===== src/rtl/bcd_timer_core.sv =====
// rtl/bcd_timer_core.sv - N-digit BCD up/down timer with preset load, pause and done/expired flags
// Define BCD_TIMER_LAP_EN to enable the lap (display freeze) feature.
module bcd_timer_core #(
  parameter int          DIGITS         = 2,
  parameter logic [31:0] DEFAULT_PRESET = 32'h25
) (
  input  logic                clk,
  input  logic                rst_n,
  input  logic                tick,
  input  logic                btn_start,
  input  logic                btn_clr,
  input  logic                mode_up,
  input  logic                load,
  input  logic [4*DIGITS-1:0] load_val,
  input  logic                lap,
  output logic [4*DIGITS-1:0] bcd_out,
  output logic                running,
  output logic                done,
  output logic                expired
);

  localparam int W = 4 * DIGITS;
  localparam logic [W-1:0] PRESET_INIT = DEFAULT_PRESET[W-1:0];

  localparam logic [1:0] S_IDLE  = 2'd0;
  localparam logic [1:0] S_RUN   = 2'd1;
  localparam logic [1:0] S_PAUSE = 2'd2;
  localparam logic [1:0] S_DONE  = 2'd3;

  logic [1:0]   state, state_nxt;
  logic [W-1:0] preset_reg, preset_nxt;
  logic [W-1:0] count, count_nxt;
  logic         mode_reg, mode_nxt;
  logic         done_nxt;
  logic [W-1:0] out_nxt;
  logic [W-1:0] start_val, stepped, terminal, load_clamped;

  function automatic logic [W-1:0] bcd_inc(input logic [W-1:0] v);
    logic [W-1:0] r;
    logic         c;
    r = v;
    c = 1'b1;
    for (int i = 0; i < DIGITS; i++) begin
      if (c) begin
        if (v[4*i +: 4] >= 4'd9) begin
          r[4*i +: 4] = 4'd0;
        end else begin
          r[4*i +: 4] = v[4*i +: 4] + 4'd1;
          c = 1'b0;
        end
      end
    end
    return r;
  endfunction

  function automatic logic [W-1:0] bcd_dec(input logic [W-1:0] v);
    logic [W-1:0] r;
    logic         b;
    r = v;
    b = 1'b1;
    for (int i = 0; i < DIGITS; i++) begin
      if (b) begin
        if (v[4*i +: 4] == 4'd0) begin
          r[4*i +: 4] = 4'd9;
        end else begin
          r[4*i +: 4] = v[4*i +: 4] - 4'd1;
          b = 1'b0;
        end
      end
    end
    return r;
  endfunction

  function automatic logic [W-1:0] bcd_clamp(input logic [W-1:0] v);
    logic [W-1:0] r;
    r = v;
    for (int i = 0; i < DIGITS; i++) begin
      if (v[4*i +: 4] > 4'd9) r[4*i +: 4] = 4'd9;
    end
    return r;
  endfunction

  always_comb begin
    state_nxt    = state;
    preset_nxt   = preset_reg;
    count_nxt    = count;
    mode_nxt     = mode_reg;
    done_nxt     = 1'b0;
    start_val    = mode_up ? '0 : preset_reg;
    stepped      = mode_reg ? bcd_inc(count) : bcd_dec(count);
    terminal     = mode_reg ? preset_reg : '0;
    load_clamped = bcd_clamp(load_val);

    if (btn_clr) begin
      state_nxt = S_IDLE;
      mode_nxt  = mode_up;
      count_nxt = start_val;
    end else if (load && (state == S_IDLE || state == S_DONE)) begin
      // Use the clamped value directly so the display reflects the load at once.
      state_nxt  = S_IDLE;
      mode_nxt   = mode_up;
      preset_nxt = load_clamped;
      count_nxt  = mode_up ? '0 : load_clamped;
    end else begin
      case (state)
        S_IDLE: begin
          mode_nxt  = mode_up;
          count_nxt = start_val;
          if (btn_start) begin
            if (preset_reg == '0) begin
              state_nxt = S_DONE;
              done_nxt  = 1'b1;
            end else begin
              state_nxt = S_RUN;
            end
          end
        end
        S_RUN: begin
          if (btn_start) begin
            state_nxt = S_PAUSE;
          end else if (tick) begin
            count_nxt = stepped;
            if (stepped == terminal) begin
              state_nxt = S_DONE;
              done_nxt  = 1'b1;
            end
          end
        end
        S_PAUSE: begin
          if (btn_start) state_nxt = S_RUN;
        end
        default: begin
        end
      endcase
    end
  end

`ifdef BCD_TIMER_LAP_EN
  logic         lap_frozen, frozen_nxt;
  logic [W-1:0] lap_val, lap_val_nxt;

  always_comb begin
    frozen_nxt  = lap_frozen;
    lap_val_nxt = lap_val;
    if (state_nxt == S_IDLE || state_nxt == S_DONE) begin
      frozen_nxt = 1'b0;
    end else if (lap && (state == S_RUN || state == S_PAUSE)) begin
      frozen_nxt  = !lap_frozen;
      lap_val_nxt = count;
    end
    out_nxt = frozen_nxt ? lap_val_nxt : count_nxt;
  end

  always_ff @(posedge clk or negedge rst_n) begin
    if (!rst_n) begin
      lap_frozen <= 1'b0;
      lap_val    <= PRESET_INIT;
    end else begin
      lap_frozen <= frozen_nxt;
      lap_val    <= lap_val_nxt;
    end
  end
`else
  logic unused_lap;
  assign unused_lap = lap;

  always_comb begin
    out_nxt = count_nxt;
  end
`endif

  always_ff @(posedge clk or negedge rst_n) begin
    if (!rst_n) begin
      state      <= S_IDLE;
      preset_reg <= PRESET_INIT;
      count      <= PRESET_INIT;
      mode_reg   <= 1'b0;
      bcd_out    <= PRESET_INIT;
      running    <= 1'b0;
      done       <= 1'b0;
      expired    <= 1'b0;
    end else begin
      state      <= state_nxt;
      preset_reg <= preset_nxt;
      count      <= count_nxt;
      mode_reg   <= mode_nxt;
      bcd_out    <= out_nxt;
      running    <= (state_nxt == S_RUN);
      done       <= done_nxt;
      expired    <= (state_nxt == S_DONE);
    end
  end

endmodule

===== config.mk =====
export PLATFORM = sky130hd
export DESIGN_NAME = bcd_timer_core
export DESIGN_NICKNAME = d
export VERILOG_FILES = /design/src/rtl/bcd_timer_core.sv
export SDC_FILE = /design/constraint.sdc
export NUM_CORES = 1
export LEC_CHECK = 0
export ABC_AREA = 0
export CAP_MARGIN = 25
export CORE_MARGIN = 5
export CORE_UTILIZATION = 60
export CTS_CLUSTER_SIZE = 16
export DETAILED_ROUTE_END_ITERATION = 7
export PLACE_DENSITY = 0.86
export SLEW_MARGIN = 10
export SYNTH_ARGS = -nofsm -noshare
export SYNTH_HDL_FRONTEND = slang
export SYNTH_SLANG_ARGS = --single-unit

===== constraint.sdc =====
create_clock -name clk -period 4.5 [get_ports clk]
set_clock_uncertainty 0.1 [all_clocks]
set_input_delay 0.9 -clock clk [delete_from_list [all_inputs] [get_ports clk]]
set_output_delay 0.9 -clock clk [all_outputs]
set_load 0.05 [all_outputs]

==> results of run 1 <==
[Yosys cell counts, drive strengths merged (2+ instances only)]
| master | instances | area share, % |
|---|---|---|
| a32oi | 3 | 1.3 |
| o31ai | 2 | 0.75 |
| mux2i | 2 | 1.0 |
| nor2 | 22 | 4.1 |
| or3b | 2 | 1.0 |
| buf | 3 | 0.81 |
| nand4 | 3 | 0.94 |
| a21oi | 19 | 4.9 |
| o21ai | 20 | 5.0 |
| o221ai | 2 | 0.88 |
| o21a | 2 | 0.75 |
| nor3 | 5 | 1.2 |
| nand2b | 8 | 2.5 |
| o22ai | 3 | 0.94 |
| o211ai | 3 | 1.1 |
| nand2 | 23 | 4.3 |
| or4 | 2 | 0.94 |
| a31oi | 7 | 2.2 |
| clkbuf | 9 | 1.7 |
| dfrtp | 16 | 20 |
| dfstp | 6 | 7.9 |
| inv | 14 | 2.6 |
| a21o | 5 | 1.9 |
| nor3b | 5 | 2.1 |
| ha | 10 | 6.3 |
| nand3 | 5 | 1.2 |
| o2111ai | 2 | 0.88 |
| mux2 | 5 | 3.0 |
| a21boi | 2 | 0.75 |
| a22oi | 6 | 2.2 |
| or3 | 3 | 0.94 |
| xnor2 | 2 | 0.88 |
| nand3b | 5 | 1.9 |
| nand4b | 3 | 2.1 |
| nor2b | 6 | 1.9 |
[metrics by stage]
stage	instances	cell area, sq um	hold slack (ns)	util [%]
4_1_cts	316	2311	0.4265	70.36
3_3_place_gp	312	2275	0.4026	69.26
3_5_place_dp	312	2275	0.4084	69.26
5_1_grt	317	2326	0.4567	70.82
2_1_floorplan	251	2002	0.3838	-
6_report	317	2326	0.4273	70.82
[worst paths after layout]
path | slack [ns] | to | from
worst min register to register | 0.43 | preset_reg[2] | preset_reg[2]
worst min-delay path | 0.43 | preset_reg[2] | preset_reg[2]
worst max register to register | 1.55 | running | count[0]
min in group asynchronous | 0.77 | count[7] | rst_n
max in group asynchronous | 3.00 | count[2] | rst_n
worst max-delay path | 1.55 | running | count[0]
[worst max-delay path, delay by kind of cell, from the launching register on]
family	cells	cell delay (ns)
DFF	1	0.65
AOI/OAI and AO/OA	1	0.21
muxes	1	0.32
and+or+nand+nor	5	1.19
adders and majority gates	1	0.30
buffers and inverters	1	0.08
[cells by family after synthesis]
kind of cell             Yosys count
adder cells (fa/ha/maj)           10
multiplexers                       7
flip-flops                        22
AO/OA/AOI/OAI                     88
AND/OR/NAND/NOR                   96
buffers and inverters             26
XOR/XNOR                           2
[cell type report]
type	instances	area (sq um)	share of cell area, %
Multi-Input combinational cell	203	1341	57.67
Sequential cell	22	558.0	23.99
Timing Repair Buffer	28	280.3	12.05
Tap cell	46	57.56	2.474
Inverter	14	52.55	2.259
Clock buffer	4	36.28	1.560
[layer usage]
metal | wire length, um | vias to the layer above | GRT usage [%]
met2 | 2266 | 62 | 37.42
li1 | - | 983 | -
met5 | 0 | - | 0
met4 | 80 | 0 | 7.595
met1 | 2233 | 907 | 32.68
met3 | 280 | 9 | 2.662
[power by group through the flow]
stage / registers, mW / clock network [mW] / logic (mW)
after floorplan: 0.296 / 0 / 0.208
after global placement: 0.280 / 0 / 0.307
after detailed placement: 0.281 / 0 / 0.313
after CTS: 0.277 / 0.113 / 0.315
after global routing: 0.285 / 0.126 / 0.351
final: 0.278 / 0.110 / 0.318
==> reports/qor.csv, run 1 <==
stage,metric,value,unit
logic_synthesis,synth.avg_cell_area,7.976,sq um
pwr,p_clk_share,15.6,%
route,detail-route-antenna-nets,0,
logic_synthesis,synthAdderAreaFrac,6.250,%
cells_and_area,antenna_cells,0,
cells_and_area,area_growth_syn_to_layout,16.19,%
worst_setup_path,crit_required,4.61,ns
logic_synthesis,synthesis.area,0.002002,sq mm
logic_synthesis,synth_xor_area_share,0.8750,%
die,rows,21,
worst_setup_path,crit_path_max_incr_delay,0.65,ns
cts,clockRootBuffer,clkbuf_4,
worst_setup_path,cp-start-kind,register,
worst_setup_path,path_cells,inv_1 -> ha_1 -> nor3b_2 -> nand2b_1 -> or3_1 -> a32oi_1 -> nand4_1 -> nand4b_4 -> mux2_4,
cts,htree_levels,1,
logic_synthesis,async_flop_share,100.0,%
cells_and_area,nNetsFinal,298,
cts,hold_buffers,0,
global_routing,grt_pass1_wl,8197,um
worst_setup_path,crit_type,reg -> reg,
cts,clock_path_buffers,2,
logic_synthesis,synth_simple_gate_area_share,26.75,%
global_routing,overflow,0,
pwr,ir_drop,172.3,uV
worst_hold_path,holdPathStages,2,
timing,hold_violations,0,
logic_synthesis,ys_ff_latch,22,
cts,cts_resized,0,
cells_and_area,final_cell_mix,"clkdlybuf4s50_1 (25), nand2_1 (23), nor2_1 (22)",
placement,io_buffers,25,
run_status,outcome,finished clean,
logic_synthesis,ys_seq_area_share,27.88,%
logic_synthesis,synth_edf_count,0,
logic_synthesis,dominantRegCellSynth,dfrtp_1,
die,die_x,67.76,um
pwr,switching_share,41.54,%
die,die_h,67.76,um
timing,finalSetupViolCount,0,
pwr,p_comb_share,45.0,%
cts,clock_sinks,22,
timing,fmax,339.3,MHz
worst_setup_path,cp_max_fo,10,
logic_synthesis,synthDistinctLibCells,60,
route,drc_errors,0,
pwr,p_sw,293.5,uW
die,dieArea,0.004591,sq mm
timing,finalCritPeriodShare,65.50,%
flow_run,cap_violations,0,
route,routed_wl,4861,um
global_routing,first_global_vias,1715,
worst_setup_path,endpoint_kind,register,
route,vias_per_cell,6.186,
pwr,internal_power,413.0,uW
timing,setup_tns,0,ns
global_routing,antenna_found_initial,0,
logic_synthesis,ys_warn_count,0,
worst_hold_path,hp-class,reg -> reg,
timing,slew_headroom,41.03,%
cells_and_area,n_fill_cell,280,
route,wl_per_cell,15.33,um
route,routed-via-count,1961,
timing,slew_violations,0,
placement,place_ws,1.487,ns
placement,dp_hpwl,3699,um
pwr,finalPower,706.4,uW
worst_setup_path,worst_path_max_delay_cell,dfstp_2,
pwr,pwr_density_cell,303.7,mW/mm^2
worst_setup_path,r2r_cells,9,
global_routing,grt_start_max_net_pins,33,
cts,cts_buffers,3,
cts,cts_tree,done,
cells_and_area,layout-drive-gt1-share,9.594,%
logic_synthesis,syn-num-nets,277,
timing,worstMarginPinSlew,0.8845,ns
logic_synthesis,synth_cells,251,
cts,post_cts_buffers,0,
route,firstDrtPassIters,4,
worst_setup_path,cp_data_arrival_time,3.06,ns
timing,fin_crit,2.947,ns
cts,clock_latency,0.31,ns
timing,rsz0062_at_grt,no,
pwr,p_leak,0.9278,nW
route,drtIter0Drc,184,
placement,place.gp.congestion,0.8889,
cells_and_area,final_common_cell,clkdlybuf4s50_1,
pwr,seq_power_share,39.4,%
logic_synthesis,synth_compound_area_share,29.13,%
global_routing,grt_use_total,23.40,%
logic_synthesis,synth_top_family_by_area,compound AO/OA/AOI/OAI gates,
die,start_util,60.95,%
die,fp.coreArea,0.003284,sq mm
cts,path_clk_slew,0.12,ns
timing,setup_slack,1.553,ns
die,ios,27,
logic_synthesis,synthMuxAreaShare,4.000,%
Note: power is estimated with default switching activity, not from simulation.
==> inputs of run 2 (changes only) <==
- CORE_UTILIZATION: 60 -> 50
- PLACE_DENSITY: 0.86 -> 0.77
- clock period: 4.5 -> 2.5 ns (I/O delays scaled with it)
==> run 2 against run 1 <==
Net effect: the flow now finishes with violations (setup timing); cell count grew 13%; hold slack improved by 0.018 ns; total power up 120%; design area up 18%; via count is 8.1% higher; flip-flop and latch count unchanged; register-to-register slack got worse by 1.6 ns.
==> reports/qor.csv, run 2 (synthesis gave the netlist of run 1 again) <==
stage,metric,value,unit,change
worst_setup_path,cp-start-kind,register,,
timing,rsz0062_at_grt,yes,,
global_routing,grt_start_max_net_pins,23,,-30%
placement,io_buffers,25,,unchanged
timing,slew_headroom,66.83,%,+26 points
timing,fmax,388.1,MHz,+14%
cts,clock_sinks,22,,unchanged
timing,fin_crit,2.577,ns,-0.3705 ns
die,rows,23,,+9.5%
cells_and_area,fin_area,0.002743,sq mm,+18%
die,start_util,50.78,%,-10 points
cells_and_area,nNetsFinal,336,,+13%
cells_and_area,final_cell_mix,"buf_4 (42), clkdlybuf4s50_1 (23), nand2_1 (22)",,
cts,clockRootBuffer,clkbuf_8,,
cts,hold_buffers,0,,unchanged
global_routing,first_global_vias,2048,,+19%
worst_setup_path,crit_required,2.56,ns,-2.05 ns
route,detail-route-antenna-nets,0,,unchanged
worst_setup_path,endpoint_kind,register,,
cts,htree_levels,1,,unchanged
placement,postPlaceCellArea,0.002624,sq mm,+15%
worst_hold_path,hp-class,reg -> reg,,
die,dieArea,0.005369,sq mm,+17%
worst_setup_path,endpoint,running,,
timing,hold_violations,0,,unchanged
timing,finalSetupViolCount,3,,+3
timing,hold_ws,0.4449,ns,+0.01764 ns
die,die_h,73.28,um,+8.1%
worst_setup_path,startpoint,count[0],,
cells_and_area,layout-drive-gt1-share,28.16,%,+19 points
cts,clock_latency,0.26,ns,-0.05 ns
global_routing,grt_use_total,22.31,%,-1.1 points
timing,slew_violations,0,,unchanged
cells_and_area,antenna_cells,0,,unchanged
pwr,pwr_density_cell,556.9,mW/mm^2,+83%
cells_and_area,area_growth_syn_to_layout,37.00,%,
die,ios,27,,unchanged
timing,worstMarginPinSlew,0.4960,ns,-0.3886 ns
route,drc_errors,0,,unchanged
flow_run,cap_violations,0,,unchanged
route,routed-via-count,2120,,+8.1%
cells_and_area,final_common_cell,buf_4,,
pwr,p_leak,1.143,nW,+23%
worst_setup_path,r2r_start,count[0],,
global_routing,grt_pass1_wl,9563,um,+17%
cells_and_area,n_fill_cell,327,,+17%
global_routing,antenna_found_initial,0,,unchanged
worst_setup_path,regToRegSetupSlack,-0.08,ns,-1.63 ns
die,die_x,73.28,um,+8.1%
worst_setup_path,cp_data_arrival_time,2.63,ns,-0.43 ns
route,routed_wl,5623,um,+16%
worst_setup_path,r2r_cells,8,,-1
cts,path_clk_slew,0.08,ns,-0.04 ns
worst_setup_path,crit_type,reg -> reg,,
route,vias_per_cell,5.905,,-4.5%
pwr,ir_drop,418.0,uV,+140%
timing,finalCritPeriodShare,103.1,%,+38 points
run_status,outcome,"finished, violations left",,
route,firstDrtPassIters,4,,unchanged
cts,clock_path_buffers,2,,unchanged
run_status,violations,setup timing,,
route,wl_per_cell,15.66,um,+2.1%
worst_setup_path,cp_max_fo,5,,-5
placement,place.gp.congestion,0.9117,,+2.6%
cts,cts_tree,done,,
worst_setup_path,r2r_end,running,,
route,drtIter0Drc,147,,-20%
die,fp.coreArea,0.003943,sq mm,+20%
timing,setup_slack,-0.07688,ns,-1.630 ns
cts,cts_buffers,3,,unchanged
placement,dp_hpwl,4345,um,+17%
global_routing,overflow,0,,unchanged
run 2: cell count changes in the layout (fill, tap and decap cells not counted), sizes merged:
cell           previous run  this run
clkdlybuf4s50            25        23
buf                       3        43
run 2: worst min path at each step:
stage / startpoint / end / slack [ns] / depth (start not counted)
after CTS: preset_reg[5] / preset_reg[5] / 0.44 / 2
after floorplan: rst_n / count[1] / 0.10 / 0
after global routing: preset_reg[0] / preset_reg[0] / 0.48 / 1
after global placement: preset_reg[5] / preset_reg[5] / 0.41 / 2
final: preset_reg[5] / preset_reg[5] / 0.44 / 2
after detailed placement: preset_reg[5] / preset_reg[5] / 0.43 / 2
run 2: final cells by class:
| type | instances | area, sq um | share of cell area (%) |
|---|---|---|---|
| Inverter | 14 | 55.05 | 2.007 |
| Multi-Input combinational cell | 203 | 1436 | 52.37 |
| Tap cell | 50 | 62.56 | 2.281 |
| Timing Repair Buffer | 66 | 565.5 | 20.62 |
| Clock buffer | 4 | 55.05 | 2.007 |
| Sequential cell | 22 | 568.0 | 20.71 |
run 2: per-layer routing:
metal	global-route usage (%)	share of wire (%)
met5	0	0
met4	6.967	1.5
met3	2.052	5.0
met2	37.54	47
met1	30.13	46
run 2: report_power, final:
group	internal [mW]	switching [mW]	leakage, nW
clock	0.141	0.123	0.0288
combinational	0.377	0.404	0.845
sequential	0.411	0.0721	0.269
run 2: repair_timing:
item / 4_1_cts / 5_1_grt
pin swaps: 4 / 4
setup buffers: 0 / 0
setup endpoints to repair: 5 / 5
resized for setup: 9 / 8
run 2: worst max-delay path, stage by stage (launching register included):
cell and delay, ns:
dfstp_4 0.49, inv_4 0.06, ha_4 0.15, or3b_4 0.40, or4_4 0.44, a32o_1 0.26
nand4_1 0.10, nand4b_4 0.17, mux2_4 0.30
run 2: per-stage QoR:
step	util [%]	TNS, ns	setup WS (ns)	power [mW]	instances
floorplan	-	-0.3960	-0.1857	0.9392	251
CTS	68.74	-0.1624	-0.06029	1.511	359
finish	69.57	-0.1170	-0.07688	1.527	359
global placement	66.55	-0.2248	-0.08820	1.215	355
detailed placement	66.55	-0.2240	-0.09989	1.231	355
global route	69.57	-0.5410	-0.1503	1.623	359
==> inputs of run 3 (changes only) <==
- CORE_MARGIN: 5 -> 2
- SETUP_SLACK_MARGIN: not set -> 0.02
==> run 3 against run 2 <==
Net effect: the run still ends with setup timing left; hold slack got worse by 0.0063 ns; wire length up 1.7%; design area is 1.4% lower; non-clock buffer count did not move; via count rose by 3.5%; register-to-register slack worse by 0.03 ns; setup slack lost 0.031 ns; cell count shrank 0.56%; first-iteration DRC count increased by 39%; maximum frequency fell by 1.2%; die area shrank 16%; sequential power about the same; critical path type unchanged.
==> reports/qor.csv, run 3 (synthesis gave the netlist of run 1 again) <==
stage,metric,value,unit,change
cells_and_area,antenna_cells,0,,unchanged
die,die_x,67.28,um,-8.2%
route,drtIter0Drc,205,,+39%
worst_hold_path,hold_start,preset_reg[2],,
cells_and_area,final_common_cell,buf_4,,
die,dieArea,0.004526,sq mm,-16%
cts,hold_buffers,0,,unchanged
pwr,ir_drop,372.1,uV,-11%
timing,hold_violations,0,,unchanged
die,fp.coreArea,0.003744,sq mm,-5.0%
cts,cts_buffers,3,,unchanged
cells_and_area,nNetsFinal,336,,unchanged
die,rows,22,,-4.3%
flow_run,cap_violations,0,,unchanged
placement,place.gp.congestion,0.9469,,+3.9%
route,drc_errors,0,,unchanged
cts,clockRootBuffer,clkbuf_8,,
timing,slew_headroom,66.91,%,+0.083 points
route,vias_per_cell,6.146,,+4.1%
timing,worstMarginPinSlew,0.4947,ns,-0.001236 ns
route,routed-via-count,2194,,+3.5%
worst_setup_path,worst_path_max_delay_cell,dfstp_4,,
worst_setup_path,cp-start-kind,register,,
worst_setup_path,path_cells,inv_4 -> ha_4 -> buf_4 -> o21ba_2 -> nor3_1 -> a41oi_1 -> a32oi_1 -> nand4_1 -> nand4b_4 -> mux2_4,,
global_routing,overflow,0,,unchanged
route,wl_per_cell,16.01,um,+2.2%
cells_and_area,layout-drive-gt1-share,26.21,%,-1.9 points
timing,finalSetupViolCount,3,,unchanged
worst_setup_path,regToRegSetupSlack,-0.11,ns,-0.03 ns
placement,io_buffers,25,,unchanged
global_routing,grt_start_max_net_pins,23,,unchanged
timing,fmax,383.5,MHz,-1.2%
worst_setup_path,cp_max_fo,5,,unchanged
cts,htree_levels,1,,unchanged
timing,slew_violations,0,,unchanged
global_routing,first_global_vias,2083,,+1.7%
global_routing,grt_use_total,28.05,%,+5.7 points
die,ios,27,,unchanged
worst_setup_path,startpoint,count[0],,
worst_hold_path,hp-class,reg -> reg,,
die,start_util,53.48,%,+2.7 points
cells_and_area,fin_area,0.002704,sq mm,-1.4%
worst_setup_path,cp_data_arrival_time,2.67,ns,+0.04 ns
placement,dp_hpwl,4472,um,+2.9%
cts,clock_latency,0.27,ns,about the same
route,detail-route-antenna-nets,0,,unchanged
die,die_h,67.28,um,-8.2%
worst_setup_path,crit_type,reg -> reg,,
worst_setup_path,endpoint_kind,register,,
cells_and_area,instances_no_fill,357,,-0.56%
pwr,pwr_density_cell,557.5,mW/mm^2,+0.11%
placement,postPlaceCellArea,0.002604,sq mm,-0.76%
placement,dp.cells,352,,-0.85%
worst_setup_path,crit_path_max_incr_delay,0.64,ns,+0.15 ns
cells_and_area,n_fill_cell,323,,-1.2%
route,firstDrtPassIters,5,,+1
pwr,p_leak,1.132,nW,-0.94%
timing,fin_crit,2.608,ns,+0.03082 ns
worst_setup_path,r2r_start,count[0],,
cells_and_area,final_cell_mix,"buf_4 (42), clkdlybuf4s50_1 (24), nand2_1 (22)",,
cts,clock_sinks,22,,unchanged
global_routing,grt_pass1_wl,9660,um,+1.0%
route,routed_wl,5716,um,+1.7%
worst_setup_path,crit_required,2.56,ns,about the same
run_status,outcome,"finished, violations left",,
cts,clock_path_buffers,2,,unchanged
cells_and_area,area_growth_syn_to_layout,35.06,%,
global_routing,antenna_found_initial,0,,unchanged
timing,rsz0062_at_grt,yes,,
cts,cts_tree,done,,
timing,setup_slack,-0.1077,ns,-0.03082 ns
run_status,violations,setup timing,,
timing,finalCritPeriodShare,104.3,%,+1.2 points
cts,path_clk_slew,0.09,ns,about the same
==> run 3: final cells by class <==
| type | count | area [sq um] | share of cell area [%] |
|---|---|---|---|
| Sequential cell | 22 | 568.0 | 21.01 |
| Timing Repair Buffer | 66 | 555.5 | 20.55 |
| Clock buffer | 4 | 45.04 | 1.666 |
| Tap cell | 48 | 60.06 | 2.221 |
| Inverter | 14 | 55.05 | 2.036 |
| Multi-Input combinational cell | 203 | 1420 | 52.52 |
==> run 3: stage by stage <==
step | setup slack, ns | utilization (%) | hold slack [ns] | total power, mW | setup TNS [ns]
3_3_place_gp | -0.08765 | 69.55 | 0.4103 | 1.207 | -0.1242
6_report | -0.1077 | 72.23 | 0.4386 | 1.507 | -0.1486
5_1_grt | -0.1985 | 72.23 | 0.4696 | 1.594 | -0.6351
4_1_cts | -0.09116 | 71.36 | 0.4466 | 1.482 | -0.1718
2_1_floorplan | -0.1857 | - | 0.1044 | 0.9392 | -0.3960
3_5_place_dp | -0.1718 | 69.55 | 0.4329 | 1.230 | -0.2310
==> run 3: metal layers <==
| layer | vias up | global-route usage [%] | part of all wire (%) |
|---|---|---|---|
| met5 | - | 0 | 0 |
| met1 | 1021 | 38.89 | 44 |
| met4 | 0 | 8.673 | 2.3 |
| met2 | 104 | 45.42 | 46 |
| met3 | 22 | 3.833 | 6.9 |
| li1 | 1047 | - | - |
==> run 3: what timing repair did <==
action,CTS,global route
setup endpoints to repair,5,5
setup buffers,0,1
pin swaps,4,4
gates resized for setup,6,6
==> run 3: worst max-delay path: cells and delay by family, from the launching register on <==
kind                     cells  cell delay [ns]
AND/OR/NAND/NOR              3             0.52
AO/OA/AOI/OAI                3             0.56
multiplexers                 1             0.32
flip-flops                   1             0.64
buffers and inverters        2             0.19
adder cells (fa/ha/maj)      1             0.16
==> run 3: final timing paths <==
kind	end	cells after the start
max	running	10
min	preset_reg[2]	2
max reg2reg	running	10
min reg2reg	preset_reg[2]	2
max in group asynchronous	preset_reg[5]	2
min in group asynchronous	state[1]	2
==> run 3: where the power goes <==
group / switching, mW / leakage [nW] / internal [mW]
sequential: 0.0696 / 0.269 / 0.411
clock: 0.126 / 0.0228 / 0.114
combinational: 0.415 / 0.840 / 0.372
